==> src/rtl/discus_pkg.sv <==
// Shared types and helpers for the discus return-address stack.
package discus_pkg;

  // Encoded directly as {push, pop} so decode is a plain cast.
  typedef enum logic [1:0] {
    NONE    = 2'b00,
    POP     = 2'b01,
    PUSH    = 2'b10,
    REPLACE = 2'b11
  } stack_op_t;

  function automatic int unsigned cnt_w(input int unsigned depth);
    return $clog2(depth + 1);
  endfunction

endpackage

==> src/rtl/discus_return_stack_if.sv <==
// Decode-side request/response bundle for the return-address stack.
interface discus_return_stack_if #(
  parameter int unsigned ADDR_W = 8,
  parameter int unsigned DEPTH  = 4
);
  localparam int unsigned CNT_W = discus_pkg::cnt_w(DEPTH);

  logic              push;
  logic              pop;
  logic [ADDR_W-1:0] push_addr;
  logic              flush;
  logic              clear_err;
  logic [ADDR_W-1:0] top;
  logic              valid;
  logic [CNT_W-1:0]  count;
  logic              overflow;
  logic              underflow;

  modport master (
    output push, pop, push_addr, flush, clear_err,
    input  top, valid, count, overflow, underflow
  );

  modport slave (
    input  push, pop, push_addr, flush, clear_err,
    output top, valid, count, overflow, underflow
  );
endinterface

==> src/rtl/discus_lifo_mem.sv <==
// Unreset DEPTH x ADDR_W register file: one synchronous write port, one async read port.
module discus_lifo_mem #(
  parameter int unsigned ADDR_W = 8,
  parameter int unsigned DEPTH  = 4,
  parameter int unsigned PTR_W  = $clog2(DEPTH)
) (
  input  logic              clk,
  input  logic              i_we,
  input  logic [PTR_W-1:0]  i_waddr,
  input  logic [ADDR_W-1:0] i_wdata,
  input  logic [PTR_W-1:0]  i_raddr,
  output logic [ADDR_W-1:0] o_rdata
);

  logic [ADDR_W-1:0] r_mem [DEPTH];

  always_ff @(posedge clk) begin
    if (i_we) r_mem[i_waddr] <= i_wdata;
  end

  assign o_rdata = r_mem[i_raddr];

endmodule

==> src/rtl/discus_return_stack.sv <==
// Return-address stack with registered top-of-stack, occupancy count and
// sticky overflow/underflow flags over a circular LIFO store.
module discus_return_stack
  import discus_pkg::*;
#(
  parameter int unsigned ADDR_W = 8,
  parameter int unsigned DEPTH  = 4,
  parameter bit          WRAP   = 1'b1
) (
  input  logic                   clk,
  input  logic                   reset_n,
  discus_return_stack_if.slave   rs
);

  localparam int unsigned PTR_W = $clog2(DEPTH);
  localparam int unsigned CNT_W = cnt_w(DEPTH);

  // r_head is the next write slot; the current top lives at r_head-1.
  logic [PTR_W-1:0]  r_head, w_nxt_head;
  logic [CNT_W-1:0]  r_count, w_nxt_count;
  logic [ADDR_W-1:0] r_top, w_nxt_top;
  logic              r_valid, w_nxt_valid;
  logic              r_ovf, w_nxt_ovf;
  logic              r_unf, w_nxt_unf;

  logic              w_we;
  logic [PTR_W-1:0]  w_waddr;
  logic [PTR_W-1:0]  w_rd_ptr;
  logic [ADDR_W-1:0] w_rd_data;
  logic              w_ovf_set, w_unf_set;
  logic              w_full, w_empty;
  stack_op_t         w_op;

  assign w_op     = stack_op_t'({rs.push, rs.pop});
  assign w_full   = (r_count == CNT_W'(DEPTH));
  assign w_empty  = (r_count == '0);
  // Entry that becomes top after a pop.
  assign w_rd_ptr = r_head - PTR_W'(2);

  discus_lifo_mem #(
    .ADDR_W (ADDR_W),
    .DEPTH  (DEPTH),
    .PTR_W  (PTR_W)
  ) u_mem (
    .clk     (clk),
    .i_we    (w_we),
    .i_waddr (w_waddr),
    .i_wdata (rs.push_addr),
    .i_raddr (w_rd_ptr),
    .o_rdata (w_rd_data)
  );

  always_comb begin
    w_nxt_head  = r_head;
    w_nxt_count = r_count;
    w_nxt_top   = r_top;
    w_nxt_valid = r_valid;
    w_we        = 1'b0;
    w_waddr     = r_head;
    w_ovf_set   = 1'b0;
    w_unf_set   = 1'b0;

    if (rs.flush) begin
      w_nxt_count = '0;
      w_nxt_top   = '0;
      w_nxt_valid = 1'b0;
    end else begin
      unique case (w_op)
        PUSH: begin
          w_ovf_set = w_full;
          // When full with WRAP, the head slot holds the oldest entry.
          if (!w_full || WRAP) begin
            w_we        = 1'b1;
            w_nxt_head  = r_head + PTR_W'(1);
            w_nxt_top   = rs.push_addr;
            w_nxt_valid = 1'b1;
            if (!w_full) w_nxt_count = r_count + CNT_W'(1);
          end
        end
        POP: begin
          if (w_empty) begin
            w_unf_set = 1'b1;
          end else begin
            w_nxt_head  = r_head - PTR_W'(1);
            w_nxt_count = r_count - CNT_W'(1);
            w_nxt_top   = (r_count == CNT_W'(1)) ? '0 : w_rd_data;
            w_nxt_valid = (r_count != CNT_W'(1));
          end
        end
        REPLACE: begin
          w_we      = 1'b1;
          w_nxt_top = rs.push_addr;
          if (w_empty) begin
            w_unf_set   = 1'b1;
            w_nxt_head  = r_head + PTR_W'(1);
            w_nxt_count = CNT_W'(1);
            w_nxt_valid = 1'b1;
          end else begin
            w_waddr = r_head - PTR_W'(1);
          end
        end
        default: ;
      endcase
    end

    w_nxt_ovf = w_ovf_set | (r_ovf & ~rs.clear_err);
    w_nxt_unf = w_unf_set | (r_unf & ~rs.clear_err);
  end

  always_ff @(posedge clk or negedge reset_n) begin
    if (!reset_n) begin
      r_head  <= '0;
      r_count <= '0;
      r_top   <= '0;
      r_valid <= 1'b0;
      r_ovf   <= 1'b0;
      r_unf   <= 1'b0;
    end else begin
      r_head  <= w_nxt_head;
      r_count <= w_nxt_count;
      r_top   <= w_nxt_top;
      r_valid <= w_nxt_valid;
      r_ovf   <= w_nxt_ovf;
      r_unf   <= w_nxt_unf;
    end
  end

  assign rs.top       = r_top;
  assign rs.count     = r_count;
  assign rs.valid     = r_valid;
  assign rs.overflow  = r_ovf;
  assign rs.underflow = r_unf;

endmodule

==> src/flat_wrapper.sv <==
// flat-port wrapper written by rule: the top's interface ports become plain ports
module discus_return_stack_flat import discus_pkg::*;
#(
  parameter int unsigned ADDR_W = 8,
  parameter int unsigned DEPTH  = 4,
  parameter bit          WRAP   = 1'b1
)
  (clk, reset_n, rs_push, rs_pop, rs_push_addr, rs_flush, rs_clear_err, rs_top, rs_valid, rs_count, rs_overflow, rs_underflow);
  discus_return_stack_if #(.ADDR_W(ADDR_W), .DEPTH(DEPTH)) rs_i ();
  input  logic clk;
  input  logic reset_n;
  input wire logic [$bits(rs_i.push)-1:0] rs_push;
  input wire logic [$bits(rs_i.pop)-1:0] rs_pop;
  input wire logic [$bits(rs_i.push_addr)-1:0] rs_push_addr;
  input wire logic [$bits(rs_i.flush)-1:0] rs_flush;
  input wire logic [$bits(rs_i.clear_err)-1:0] rs_clear_err;
  output wire logic [$bits(rs_i.top)-1:0] rs_top;
  output wire logic [$bits(rs_i.valid)-1:0] rs_valid;
  output wire logic [$bits(rs_i.count)-1:0] rs_count;
  output wire logic [$bits(rs_i.overflow)-1:0] rs_overflow;
  output wire logic [$bits(rs_i.underflow)-1:0] rs_underflow;
  assign rs_i.push = rs_push;
  assign rs_i.pop = rs_pop;
  assign rs_i.push_addr = rs_push_addr;
  assign rs_i.flush = rs_flush;
  assign rs_i.clear_err = rs_clear_err;
  assign rs_top = rs_i.top;
  assign rs_valid = rs_i.valid;
  assign rs_count = rs_i.count;
  assign rs_overflow = rs_i.overflow;
  assign rs_underflow = rs_i.underflow;
  discus_return_stack #(.ADDR_W(ADDR_W), .DEPTH(DEPTH), .WRAP(WRAP)) u_core (.clk(clk), .reset_n(reset_n), .rs(rs_i));
endmodule
==> config.mk <==
export PLATFORM = sky130hd
export DESIGN_NAME = discus_return_stack_flat
export DESIGN_NICKNAME = d
export VERILOG_FILES = /design/src/rtl/discus_pkg.sv /design/src/rtl/discus_return_stack_if.sv /design/src/rtl/discus_lifo_mem.sv /design/src/rtl/discus_return_stack.sv /design/src/flat_wrapper.sv
export SDC_FILE = /design/constraint.sdc
export NUM_CORES = 1
export LEC_CHECK = 0
export ABC_AREA = 1
export BUFFER_PORTS_ARGS = -buffer_cell sky130_fd_sc_hd__clkbuf_2
export CORE_UTILIZATION = 54
export CTS_BUF_LIST = sky130_fd_sc_hd__clkbuf_8
export DETAILED_ROUTE_END_ITERATION = 7
export PLACE_DENSITY = 0.78
export SLEW_MARGIN = 15
export SYNTH_ARGS = -nofsm -noshare
export SYNTH_HDL_FRONTEND = slang
export SYNTH_SLANG_ARGS = --single-unit
==> constraint.sdc <==
create_clock -name clk -period 1.96 [get_ports clk]
set_clock_uncertainty 0.15 [all_clocks]
set_input_delay 0.294 -clock clk [delete_from_list [all_inputs] [get_ports clk]]
set_output_delay 0.294 -clock clk [all_outputs]
set_load 0.02 [all_outputs]
# Word-level counts from Yosys, hierarchy flattened
# Memory sizes are Yosys's and may differ from the RTL's.
# Index checks and enable logic that the tools add are counted.
dict set report classes {
  addsub 5
  n_eq_ne 10
  muxes 27
  bitwise_logic 6
  reduce_logical 10
}
# op count
set ops {}
lappend ops {{2-to-1 mux 8 bit} 3}
lappend ops {{case mux 8 bit (2 select lines)} 1}
lappend ops {{2-to-1 mux 1 bit} 12}
lappend ops {{2-to-1 mux 3 bit} 4}
lappend ops {{case mux 3 bit (3 select lines)} 1}
lappend ops {{2-to-1 mux 2 bit} 4}
lappend ops {{!= test 3 bit (second input constant)} 2}
lappend ops {{case mux 2 bit (3 select lines)} 1}
lappend ops {{AND reduction 3 bit} 2}
lappend ops {{nonzero test 3 bit} 2}
lappend ops {{== test 2 bit (second input constant)} 2}
lappend ops {{AND reduction 4 bit} 1}
lappend ops {{nonzero test 4 bit} 1}
lappend ops {{OR reduction 2 bit} 2}
lappend ops {{adder 3 x 1 -> 3 bit (second input constant)} 1}
lappend ops {{== test 3 x 1 -> 1 bit (second input constant)} 1}
lappend ops {{== test 3 bit (second input constant)} 1}
lappend ops {{logical NOT 3 bit} 1}
lappend ops {{!= test 3 x 1 -> 1 bit (second input constant)} 1}
lappend ops {{!= test 3 x 2 -> 1 bit (second input constant)} 1}
lappend ops {{case mux 1 bit (3 select lines)} 1}
lappend ops {{subtractor 3 x 1 -> 3 bit (second input constant)} 1}
lappend ops {{adder 2 x 1 -> 2 bit (second input constant)} 1}
lappend ops {{AND 1 bit} 2}
lappend ops {{7 further kinds} 9}
dict set report totals {
  regBits 16
  ram_bits 32
  in_bits 14
  output_inout_bits 14
  word_cells 65
  memories 1
}
# name words word_bits read_ports rd_ports_with_merged_regs wr line_no
set memory_table {}
lappend memory_table {u_core.u_mem.r_mem 4 8 1 0 1 discus_lifo_mem.sv:15} ;# logic [ADDR_W-1:0] r_mem [DEPTH];

# Depth between registers and ports, before layout
dict set report depth {
  ltp_word 6
  depth_mapped 9
}

# By module
# A second synthesis with hierarchy kept.
dict set report unflattened {
  hier_cells 264
  area_unflattened_um2 2411.1
}
# module instances cells_per_inst area_per_inst_um2 seq_area_each_um2
set by_module_without_submodules {}
lappend by_module_without_submodules {discus_lifo_mem 1 133 1387.6 960.9}
lappend by_module_without_submodules {discus_return_stack 1 131 1023.5 400.4}

# Worst setup path after synthesis
# No wires, ideal clock.
dict set report synth_timing {
  path_type {register to register}
  from {reg u_core.r_count[0] (netlist: u_core.rs.count[0])}
  to {mem u_core.u_mem.r_mem[2][0] (enable)}
  setup_ns 0.370
  arrival_time_ns 1.617
  required_time_ns 1.440
  path_slack_ns -0.177
  stages_incl_launch_ff 8
  synth_period_minus_slack_ns 2.137
  cell_sequence {dfrtp_1 inv_1 ha_1 nand2_4 nand2_1 nand2_1 nand3_1 nor2_1}
}
dict set report synth_between {
  elab_chain_len 4
}
# element line_no
set synth_lines {}
lappend synth_lines {{start, declared} discus_return_stack.sv:20} ;# logic [CNT_W-1:0] r_count, w_nxt_count;
lappend synth_lines {{start signal, assigned} discus_return_stack.sv:120} ;# r_count <= w_nxt_count;
lappend synth_lines {{logical NOT 3 bit} discus_return_stack.sv:36} ;# assign w_empty = (r_count == '0);
lappend synth_lines {{2-to-1 mux 2 bit} --}
lappend synth_lines {{2-to-1 mux 2 bit} discus_return_stack.sv:68} ;# unique case (w_op)
lappend synth_lines {{2-to-1 mux 2 bit} discus_return_stack.sv:63} ;# if (rs.flush) begin
lappend synth_lines {{end, declared} discus_lifo_mem.sv:15}
# Every way passes these cells.

# Worst setup path in the final report
dict set report layout_timing {
  from {reg u_core.r_count[1] (netlist: u_core.rs.count[1])}
  to {mem u_core.u_mem.r_mem[2][4] (enable)}
}
# Same word-level chain as after synthesis.

==> flow_metrics.env <==
export IMPL_status="finished clean"
export IMPL_clockPowerShare=0.226
export IMPL_vias=1720
export IMPL_yosysTopAreaCell="edfxtp_1"
export IMPL_p_switching_uw=1180
export IMPL_min_from="rs_clear_err"
export IMPL_cp_arrival_ns=1.70
export IMPL_hold_class="input pin to flop"
export IMPL_critPathRequiredTime_ns=1.81
export IMPL_placedInstanceArea_sq_um=2520
export IMPL_final_hold_violation_count=0
export IMPL_cp_slowest_cell="dfrtp_1"
export IMPL_ys_ff_latch=48
export IMPL_stdcell_count=334
export IMPL_root_buffer="clkbuf_8"
export IMPL_drc=0
export IMPL_postLayoutCellArea_sq_um=2660
export IMPL_fp_coreArea_sq_um=3800
export IMPL_via_per_inst=5.15
export IMPL_min_period_ns=1.86
export IMPL_antenna_found_initial=0
export IMPL_n_antenna_cell=0
export IMPL_fmax_mhz=538
export IMPL_die_y_um=66.2
export IMPL_end_kind="flop"
export IMPL_pwr_share_comb=0.369
export IMPL_ys_seq_area_frac=0.612
export IMPL_period_share=0.948
export IMPL_cts_buffers=5
export IMPL_setup_viol=0
export IMPL_syn_area_sq_um=2220
export IMPL_worst_r2r_setup_slack_ns=0.10
export IMPL_grt_pass1_vias=1659
export IMPL_hold_ws_ns=0.0422
export IMPL_worstMarginPinSlew_ns=0.405
export IMPL_grt_first_pass_wirelength_um=7790
export IMPL_firstDrtPassIters=4
export IMPL_drt_iter0_markers=148
export IMPL_clk_latency_ns=0.30
export IMPL_peakVddDrop_mv=0.662
export IMPL_critPathMaxStageDelay_ns=0.38
export IMPL_internal_power_uw=2050
export IMPL_portBuffers=27
export IMPL_pin_count=28
export IMPL_yosys_top_cells_area="edfxtp_1, dfrtp_1, nand2_1"
export IMPL_wirelength_um=4500
export IMPL_max_slew_margin=0.730
export IMPL_synth_avg_cell_area_sq_um=9.23
export IMPL_cts_max_level=2
export IMPL_yosys_warnings=0
export IMPL_yosysUniqueCellTypes=17
export IMPL_synth_top_area_frac=0.432
export IMPL_grt_max_degree=18
export IMPL_rows=22
export IMPL_die_x_um=66.2
export IMPL_reg2reg_from="u_core.rs.count[1]"
export IMPL_crit_path_max_fanout=8
export IMPL_grt_usage=0.249
export IMPL_drive_above_1_share=0.217
export IMPL_crit_type="flop to flop"
export IMPL_r2r_end="u_core.u_mem.r_mem[2][4]"
export IMPL_start_kind="flop"
export IMPL_cts_tree="built"
export IMPL_avgRoutedWirePerCell_um=13.5
export IMPL_rsz0062_at_grt="false"
export IMPL_seq_power_share=0.405
export IMPL_pwr_density_cell_nw_per_um2=1210
export IMPL_postCtsSetupBuffers=0
export IMPL_final_cell_mix="nand2_1, nand3_1, edfxtp_1"
export IMPL_overflow=0
export IMPL_clkTransAtPathRegs_ns=0.09
export IMPL_clockBufferDepth=2
export IMPL_hold_depth=2
export IMPL_drv_slew=0
export IMPL_start_util=0.585
export IMPL_die_area_sq_um=4380
export IMPL_swShare=0.366
export IMPL_syn_inst=241
export IMPL_antenna_left=0
export IMPL_syn_num_nets=259
export IMPL_p_leak_uw=0.00124
export IMPL_dp_cells=325
export IMPL_reg2regPathDepth=8
export IMPL_min_to="u_core.rs.underflow"
export IMPL_final_common_cell="nand2_1"
export IMPL_numClockSinks=48
export IMPL_hpwlAfterDp_um=3350
export IMPL_syn2layout_area_growth_pct=19.8
export IMPL_nets=303
export IMPL_gp_congestion=0.871
export IMPL_crit_chain="inv_1 -> ha_4 -> nand2_4 -> nand2_1 -> nand2_1 -> nand2_2 -> inv_1 -> nor2_4"
export IMPL_drv_cap=0
==> kinds of logic after synthesis <==
group | after synthesis | share of synthesized area
and+or+nand+nor | 154 | 0.287
DFF | 48 | 0.612
buffers and inverters | 23 | 0.0445
AOI/OAI and AO/OA | 12 | 0.0338
adders and majority gates | 4 | 0.0225
==> critical path, delay by kind of cell (launching register included) <==
kind                     cells  cell delay, ns
adder cells (fa/ha/maj)      1            0.17
buffers and inverters        2            0.24
flip-flops                   1            0.38
AND/OR/NAND/NOR              5            0.62
==> per-layer routing <==
metal / part of all wire / global-route usage / up-vias
li1: - / - / 876
met3: 0.054 / 0.0414 / 10
met2: 0.45 / 0.376 / 62
met4: 0.020 / 0.109 / 0
met1: 0.48 / 0.354 / 772
met5: 0 / 0 / -
==> state kept, by name (all words and copies together) (netlist names) <==
register / cells
u_core.u_mem.r_mem: 32
u_core.rs.top: 8
u_core.rs.count: 3
u_core.r_head: 2
u_core.rs.overflow: 1
u_core.rs.underflow: 1
u_core.rs.valid: 1
==> timing repair <==
item | in CTS | in global routing
hold endpoints to repair | 16 | 0
hold buffers | 1 | 0
setup endpoints to repair | 8 | 32
gates resized for setup | 1 | 2
pin swaps | 1 | 1
gates cloned | 0 | 0
==> power groups by stage <==
stage               logic, uW  clock network, uW  registers (uW)
floorplan                 706                  0            1390
global placement         1130                  0            1320
detailed placement       1160                  0            1320
CTS                      1170                739            1300
global route             1340                775            1320
finish                   1190                730            1310
==> Yosys cell counts, drive strengths merged <==
| library cell | count |
|---|---|
| edfxtp | 32 |
| ha | 4 |
| nand3 | 33 |
| buf | 6 |
| nand3b | 1 |
| nand2 | 108 |
| o32ai | 1 |
| dfrtp | 16 |
| inv | 15 |
| o21ai | 6 |
| clkinv | 2 |
| nor2 | 12 |
| a21oi | 5 |
==> layout make-up <==
type                            count  area (sq um)
Sequential cell                    48          1360
Fill cell                         300          1140
Multi-Input combinational cell    170           803
Timing Repair Buffer               43           258
Clock buffer                        5          68.8
Inverter                           17          63.8
Tap cell                           48          60.1
Clock inverter                      3          46.3
==> worst max path at each step <==
stage	from	endpoint	slack [ns]	cells past startpoint
2_1_floorplan	u_core.rs.count[1]	u_core.u_mem.r_mem[1][0]	-0.002	8
3_3_place_gp	u_core.rs.count[0]	u_core.u_mem.r_mem[2][0]	0.09	8
3_5_place_dp	u_core.rs.count[0]	u_core.u_mem.r_mem[2][0]	-0.00009	8
4_1_cts	u_core.rs.count[0]	u_core.u_mem.r_mem[2][1]	0.02	8
5_1_grt	u_core.rs.count[1]	u_core.u_mem.r_mem[2][1]	0.005	8
6_report	u_core.rs.count[1]	u_core.u_mem.r_mem[2][4]	0.10	8
==> metrics by stage <==
step	setup WS (ns)	TNS [ns]	total power, uW	util
floorplan	-0.00178	-0.0143	2100	-
global placement	0.0906	0	2450	0.665
detailed placement	-0.0000910	-0.000187	2480	0.665
CTS	0.0227	0	3210	0.698
global route	0.00502	0	3440	0.701
finish	0.102	0	3230	0.701
Note: power is estimated with default switching activity, not from simulation.
